===== config.mk =====
export PLATFORM = sky130hd
export DESIGN_NAME = led_pattern_gen
export DESIGN_NICKNAME = d
export VERILOG_FILES = /design/src/rtl/led_pattern_pkg.sv /design/src/rtl/led_channel.sv /design/src/rtl/led_pattern_gen.sv
export SDC_FILE = /design/constraint.sdc
export NUM_CORES = 1
export LEC_CHECK = 0
export ABC_AREA = 1
export BUFFER_PORTS_ARGS = -buffer_cell sky130_fd_sc_hd__buf_2
export CAP_MARGIN = 25
export CORE_UTILIZATION = 50
export DETAILED_ROUTE_END_ITERATION = 6
export PLACE_DENSITY_LB_ADDON = 0.12
export SLEW_MARGIN = 20
export SYNTH_ARGS = -nofsm -noshare
export SYNTH_HDL_FRONTEND = slang
export SYNTH_HIERARCHICAL = 1
export SYNTH_SLANG_ARGS = --single-unit

===== constraint.sdc =====
create_clock -name CLK -period 3.4 [get_ports CLK]
set_clock_uncertainty 0.1 [all_clocks]
set_input_delay 1.02 -clock CLK [delete_from_list [all_inputs] [get_ports CLK]]
set_output_delay 1.02 -clock CLK [all_outputs]
set_load 0.05 [all_outputs]

===== src/rtl/led_pattern_pkg.sv =====
// Shared types and constants for the LED pattern generator.
package led_pattern_pkg;

    typedef enum logic [1:0] {
        ModeOff     = 2'd0,
        ModeOn      = 2'd1,
        ModeBlink   = 2'd2,
        ModeBreathe = 2'd3
    } mode_e;

    localparam int unsigned HalfPeriodW = 16;

endpackage


===== src/rtl/led_channel.sv =====
// One LED channel: registered mode, blink counter/state, breathe duty ramp and
// the registered LED drive.
module led_channel
    import led_pattern_pkg::*;
#(
    parameter int unsigned PwmBits = 8
) (
    input  logic                   CLK,
    input  logic                   RST,
    input  logic                   tick_i,
    input  logic [PwmBits-1:0]     pwm_cnt_i,
    input  logic [1:0]             mode_i,
    input  logic [HalfPeriodW-1:0] half_period_i,
    output logic                   led_o
);

    localparam logic [PwmBits-1:0] DutyMax = '1;

    mode_e                  mode_in;
    mode_e                  mode_q;
    logic [HalfPeriodW-1:0] cnt_q, cnt_d;
    logic [HalfPeriodW-1:0] limit;
    logic                   blink_q, blink_d;
    logic [PwmBits-1:0]     duty_q, duty_d;
    logic                   up_q, up_d;
    logic                   led_q, led_d;

    assign mode_in = mode_e'(mode_i);

    // A half-period of 0 is treated as 1, i.e. toggle on every tick.
    assign limit = (half_period_i == '0) ? '0 : half_period_i - HalfPeriodW'(1);

    always_comb begin
        cnt_d   = cnt_q;
        blink_d = blink_q;
        duty_d  = duty_q;
        up_d    = up_q;

        // A mode change wins over a coincident tick.
        if (mode_in != mode_q) begin
            cnt_d   = '0;
            blink_d = 1'b0;
            duty_d  = '0;
            up_d    = 1'b1;
        end else if (tick_i) begin
            case (mode_q)
                ModeBlink: begin
                    if (cnt_q >= limit) begin
                        cnt_d   = '0;
                        blink_d = ~blink_q;
                    end else begin
                        cnt_d = cnt_q + HalfPeriodW'(1);
                    end
                end
                ModeBreathe: begin
                    // Turn around at each extreme so the peak and floor last one tick.
                    if (up_q) begin
                        if (duty_q == DutyMax) begin
                            duty_d = duty_q - PwmBits'(1);
                            up_d   = 1'b0;
                        end else begin
                            duty_d = duty_q + PwmBits'(1);
                        end
                    end else begin
                        if (duty_q == '0) begin
                            duty_d = duty_q + PwmBits'(1);
                            up_d   = 1'b1;
                        end else begin
                            duty_d = duty_q - PwmBits'(1);
                        end
                    end
                end
                default: ;
            endcase
        end
    end

    always_comb begin
        led_d = 1'b0;
        case (mode_q)
            ModeOff:     led_d = 1'b0;
            ModeOn:      led_d = 1'b1;
            ModeBlink:   led_d = blink_q;
            ModeBreathe: led_d = (pwm_cnt_i < duty_q);
            default:     led_d = 1'b0;
        endcase
    end

    always_ff @(posedge CLK or posedge RST) begin
        if (RST) begin
            mode_q  <= ModeOff;
            cnt_q   <= '0;
            blink_q <= 1'b0;
            duty_q  <= '0;
            up_q    <= 1'b1;
            led_q   <= 1'b0;
        end else begin
            mode_q  <= mode_in;
            cnt_q   <= cnt_d;
            blink_q <= blink_d;
            duty_q  <= duty_d;
            up_q    <= up_d;
            led_q   <= led_d;
        end
    end

    assign led_o = led_q;

endmodule


===== src/rtl/led_pattern_gen.sv =====
// Multi-channel LED pattern generator: shared tick prescaler and PWM counter
// feeding NUM_CH independent channels.
module led_pattern_gen
    import led_pattern_pkg::*;
#(
    parameter int unsigned CLK_FREQ = 100_000_000,
    parameter int unsigned TICK_HZ  = 1000,
    parameter int unsigned NUM_CH   = 4,
    parameter int unsigned PWM_BITS = 8
) (
    input  logic                          CLK,
    input  logic                          RST,
    input  logic [2*NUM_CH-1:0]           mode,
    input  logic [HalfPeriodW*NUM_CH-1:0] half_period,
    output logic [NUM_CH-1:0]             led
);

    localparam int unsigned Div  = CLK_FREQ / TICK_HZ;
    localparam int unsigned PreW = $clog2(Div);
    localparam logic [PreW-1:0] PreMax = PreW'(Div - 1);

    if (Div < 2) begin : g_bad_div
        $error("CLK_FREQ/TICK_HZ must be at least 2");
    end

    logic [PreW-1:0]     pre_q;
    logic [PWM_BITS-1:0] pwm_q;
    logic                tick;

    assign tick = (pre_q == PreMax);

    always_ff @(posedge CLK or posedge RST) begin
        if (RST) begin
            pre_q <= '0;
            pwm_q <= '0;
        end else begin
            pre_q <= tick ? '0 : pre_q + PreW'(1);
            pwm_q <= pwm_q + PWM_BITS'(1);
        end
    end

    for (genvar i = 0; i < NUM_CH; i++) begin : g_ch
        led_channel #(
            .PwmBits(PWM_BITS)
        ) u_ch (
            .CLK          (CLK),
            .RST          (RST),
            .tick_i       (tick),
            .pwm_cnt_i    (pwm_q),
            .mode_i       (mode[2*i +: 2]),
            .half_period_i(half_period[HalfPeriodW*i +: HalfPeriodW]),
            .led_o        (led[i])
        );
    end

endmodule


==> impl_metrics.py <==
metrics = {
    "grt": {
        "grt_pass1_vias": 11456,
        "grtUsageMet2_pct": 41.3,
        "gr-usage-met3_pct": 2.62,
        "antenna_found_initial": 0,
        "top_usage_layer": "met2",
        "grt_util_met1_pct": 29.2,
        "grt_pass1_wl_mm": 50.2,
        "grt-ovfl-total": 0,
        "grt_start_max_net_pins": 30,
        "grt_usage_pct": 23.1,
    },
    "drt": {
        "final_antenna_net_count": 0,
        "wl_per_cell_um": 12.1,
        "vias": 11990,
        "drt-total-wl_mm": 28.8,
        "drt_iter0_drc": 635,
        "viasPerCell": 5.05,
        "dr.pass1.iters": 7,
        "drc": 0,
    },
    "setup_path": {
        "crit_path_end_kind": "flop",
        "reg2reg_slack_ns": 0.74,
        "reg2reg_depth": 14,
        "startpoint_type": "primary input",
        "crit_required_ns": 3.65,
        "reg2reg_from": "pre_q[0]$_DFF_PP0_",
        "critPathArrivalTime_ns": 3.49,
        "rr_endpoint": "g_ch[3].u_ch/cnt_q[14]$_DFFE_PP0P_",
        "path_class": "in2reg",
        "crit_fanout": 14,
    },
    "logic_synthesis": {
        "syn_avg_cell_area_um2": 6.96,
        "synthDistinctLibCells": 48,
        "syn_nets": 2020,
        "yosysTopAreaCell": "dfrtp_1",
        "synthTopCellsByCount": "nand2_1, inv_1, nor2_1, nand3_1, dfrtp_1",
        "ys_ff_latch": 141,
        "async_reset_ff_share_pct": 100,
        "yosysWarnings": 6,
        "synth.most_common_cell": "nand2_1",
        "syn_inst": 1828,
        "synth_area_um2": 12700,
        "synth_edf_count": 0,
        "netlist.area_leader.share_pct": 27.0,
        "ys_seq_area_share_pct": 27.8,
        "yosys-top-cells-area": "dfrtp_1, nand2_1, ha_1",
        "synthFlopType": "dfrtp_1",
    },
    "min_path": {
        "hp-start": "pre_q[0]$_DFF_PP0_",
        "min_to": "pre_q[0]$_DFF_PP0_",
        "min_path_type": "reg2reg",
        "worst_hold_path.num_cells": 1,
    },
    "final_layout": {
        "final_nets": 2225,
        "drive_gt1_share_pct": 20.0,
        "antenna_cells": 0,
        "fillers": 2410,
        "synthToLayoutAreaGrowth_pct": 17.7,
    },
    "timing": {
        "min_period_ns": 3.24,
        "tightest_slew_ns": 0.479,
        "worst_slack_ns": 0.156,
        "timing.final.crit_share_pct": 95.4,
        "drv_slew": 0,
        "setup_tns_ns": 0,
        "hold_violations": 0,
        "max_freq_mhz": 308,
        "finalSetupViolCount": 0,
        "slew_headroom_pct": 68.0,
    },
    "power_and_ir_drop": {
        "power.density_nw_per_um2": 276,
        "power_uw": 4130,
        "ir_drop_mv": 0.299,
        "cellLeakagePower_uw": 0.00793,
    },
    "placed_design": {
        "hpwl_mm": 22.6,
        "routabilityCongestion": 0.898,
        "io_buffers": 77,
        "pre_cts_slack_ns": -0.334,
    },
    "clock_tree": {
        "root_buffer": "clkbuf_16",
        "hold_buffers": 0,
        "cts_buffer_depth": 2,
        "htreeDepth": 4,
        "cts_setup_buffers": 0,
        "cts_made_buffers": 17,
        "ctsResizeCount": 0,
        "insertion_delay_ns": 0.42,
        "path_clk_slew_ns": 0.06,
        "cts_tree": "done",
        "cts_sinks": 141,
    },
    "die": {
        "ioPinCount": 78,
        "core_um2": 25000,
        "floorplan.initialDensity_pct": 50.8,
        "die_x_um": 161,
        "row_count": 58,
        "chipHeight_um": 161,
        "dieArea_um2": 26100,
    },
    "run": {
        "max_cap_viol_count": 0,
    },
    "run_status": {
        "status": "finished clean",
    },
}
## layout make-up
cell class / instances / area, um^2 / area share [%]
clock buffers: 21 / 480 / 3.21
clock inverters: 11 / 115 / 0.769
inverters: 283 / 1080 / 7.22
multi-input cells: 1388 / 8000 / 53.5
flip-flops and latches: 141 / 3530 / 23.6
well taps: 330 / 413 / 2.76
repair buffers: 202 / 1340 / 8.98
## report_power, final
group          switching (uW)  internal, uW
combinational             331           220
sequential               21.0          1700
clock                     704          1150
total                    1060          3070
## logic make-up after synthesis
| logic type | Yosys count | share of synthesized area (%) |
|---|---|---|
| AND/OR/NAND/NOR | 1030 | 37.9 |
| flip-flops | 141 | 27.8 |
| XOR/XNOR | 87 | 5.99 |
| adder cells (fa/ha/maj) | 118 | 11.6 |
| buffers and inverters | 299 | 9.51 |
| AO/OA/AOI/OAI | 153 | 7.19 |
## worst max path at each step
stage	from	end	cells after the start	slack, ns
CTS	half_period[33]	g_ch[2].u_ch/cnt_q[14]$_DFFE_PP0P_	19	0.11
detailed placement	half_period[33]	g_ch[2].u_ch/cnt_q[14]$_DFFE_PP0P_	19	-0.33
global route	half_period[33]	g_ch[2].u_ch/cnt_q[3]$_DFFE_PP0P_	19	-0.03
global placement	half_period[33]	g_ch[2].u_ch/cnt_q[11]$_DFFE_PP0P_	19	-0.27
floorplan	half_period[1]	g_ch[0].u_ch/cnt_q[3]$_DFFE_PP0P_	19	0.17
finish	half_period[61]	g_ch[3].u_ch/cnt_q[14]$_DFFE_PP0P_	17	0.16
## sequential cells by signal, summed over array words and instances, names as in the netlist
name,flops
g_ch.u_ch/up_q,4
pwm_q,8
pre_q,17
g_ch.u_ch/mode_q,8
g_ch.u_ch/duty_q,32
g_ch.u_ch/blink_q,4
g_ch.u_ch/led_o,4
g_ch.u_ch/cnt_q,64
## worst max-delay path: stages
cell	delay [ns]
buf_2	0.10
nor2_1	0.25
inv_1	0.10
buf_4	0.14
nor4_1	0.30
nand4_1	0.22
nand2_1	0.14
ha_1	0.24
nand2_1	0.06
nand2_1	0.04
nand3_1	0.06
nand2_1	0.07
a21oi_2	0.19
nand4_2	0.13
nand2_1	0.15
clkinv_4	0.15
nor2_1	0.12
## metal layers
| layer | vias to the layer above | routed length, um |
|---|---|---|
| met2 | 141 | 14100 |
| met4 | 0 | 400 |
| met5 | - | 0 |
| met1 | 5498 | 13700 |
| met3 | 32 | 608 |
| li1 | 6319 | - |
## cells in the final DEF, fill, tap and decap left out, drive strengths merged
master | synthesis | layout
a21o | 9 | 9
a21oi | 47 | 47
a31oi | 4 | 4
buf | 15 | 202
bufinv | 0 | 2
clkbuf | 1 | 21
clkinv | 7 | 16
clkinvlp | 0 | 1
dfrtp | 137 | 137
dfstp | 4 | 4
ha | 118 | 118
inv | 276 | 275
nand2 | 467 | 467
nand3 | 183 | 183
nand3b | 1 | 1
nand4 | 56 | 56
nor2 | 258 | 258
nor3 | 34 | 34
nor3b | 4 | 4
nor4 | 11 | 11
o211ai | 10 | 10
o21a | 4 | 4
o21ai | 60 | 60
o21bai | 7 | 7
o22ai | 11 | 11
o31ai | 1 | 1
or2 | 16 | 16
xnor2 | 14 | 14
xor2 | 73 | 73
## per-stage QoR
stage	hold slack (ns)	utilization (%)	std cells	instance area, um^2
after CTS	0.391	59.5	2375	14900
after global placement	0.375	57.2	2343	14300
after floorplan	0.353	-	1828	12700
after global routing	0.401	59.8	2376	15000
after detailed placement	0.386	57.2	2343	14300
final	0.386	59.8	2376	15000
Note: power is estimated with default switching activity, not from simulation.
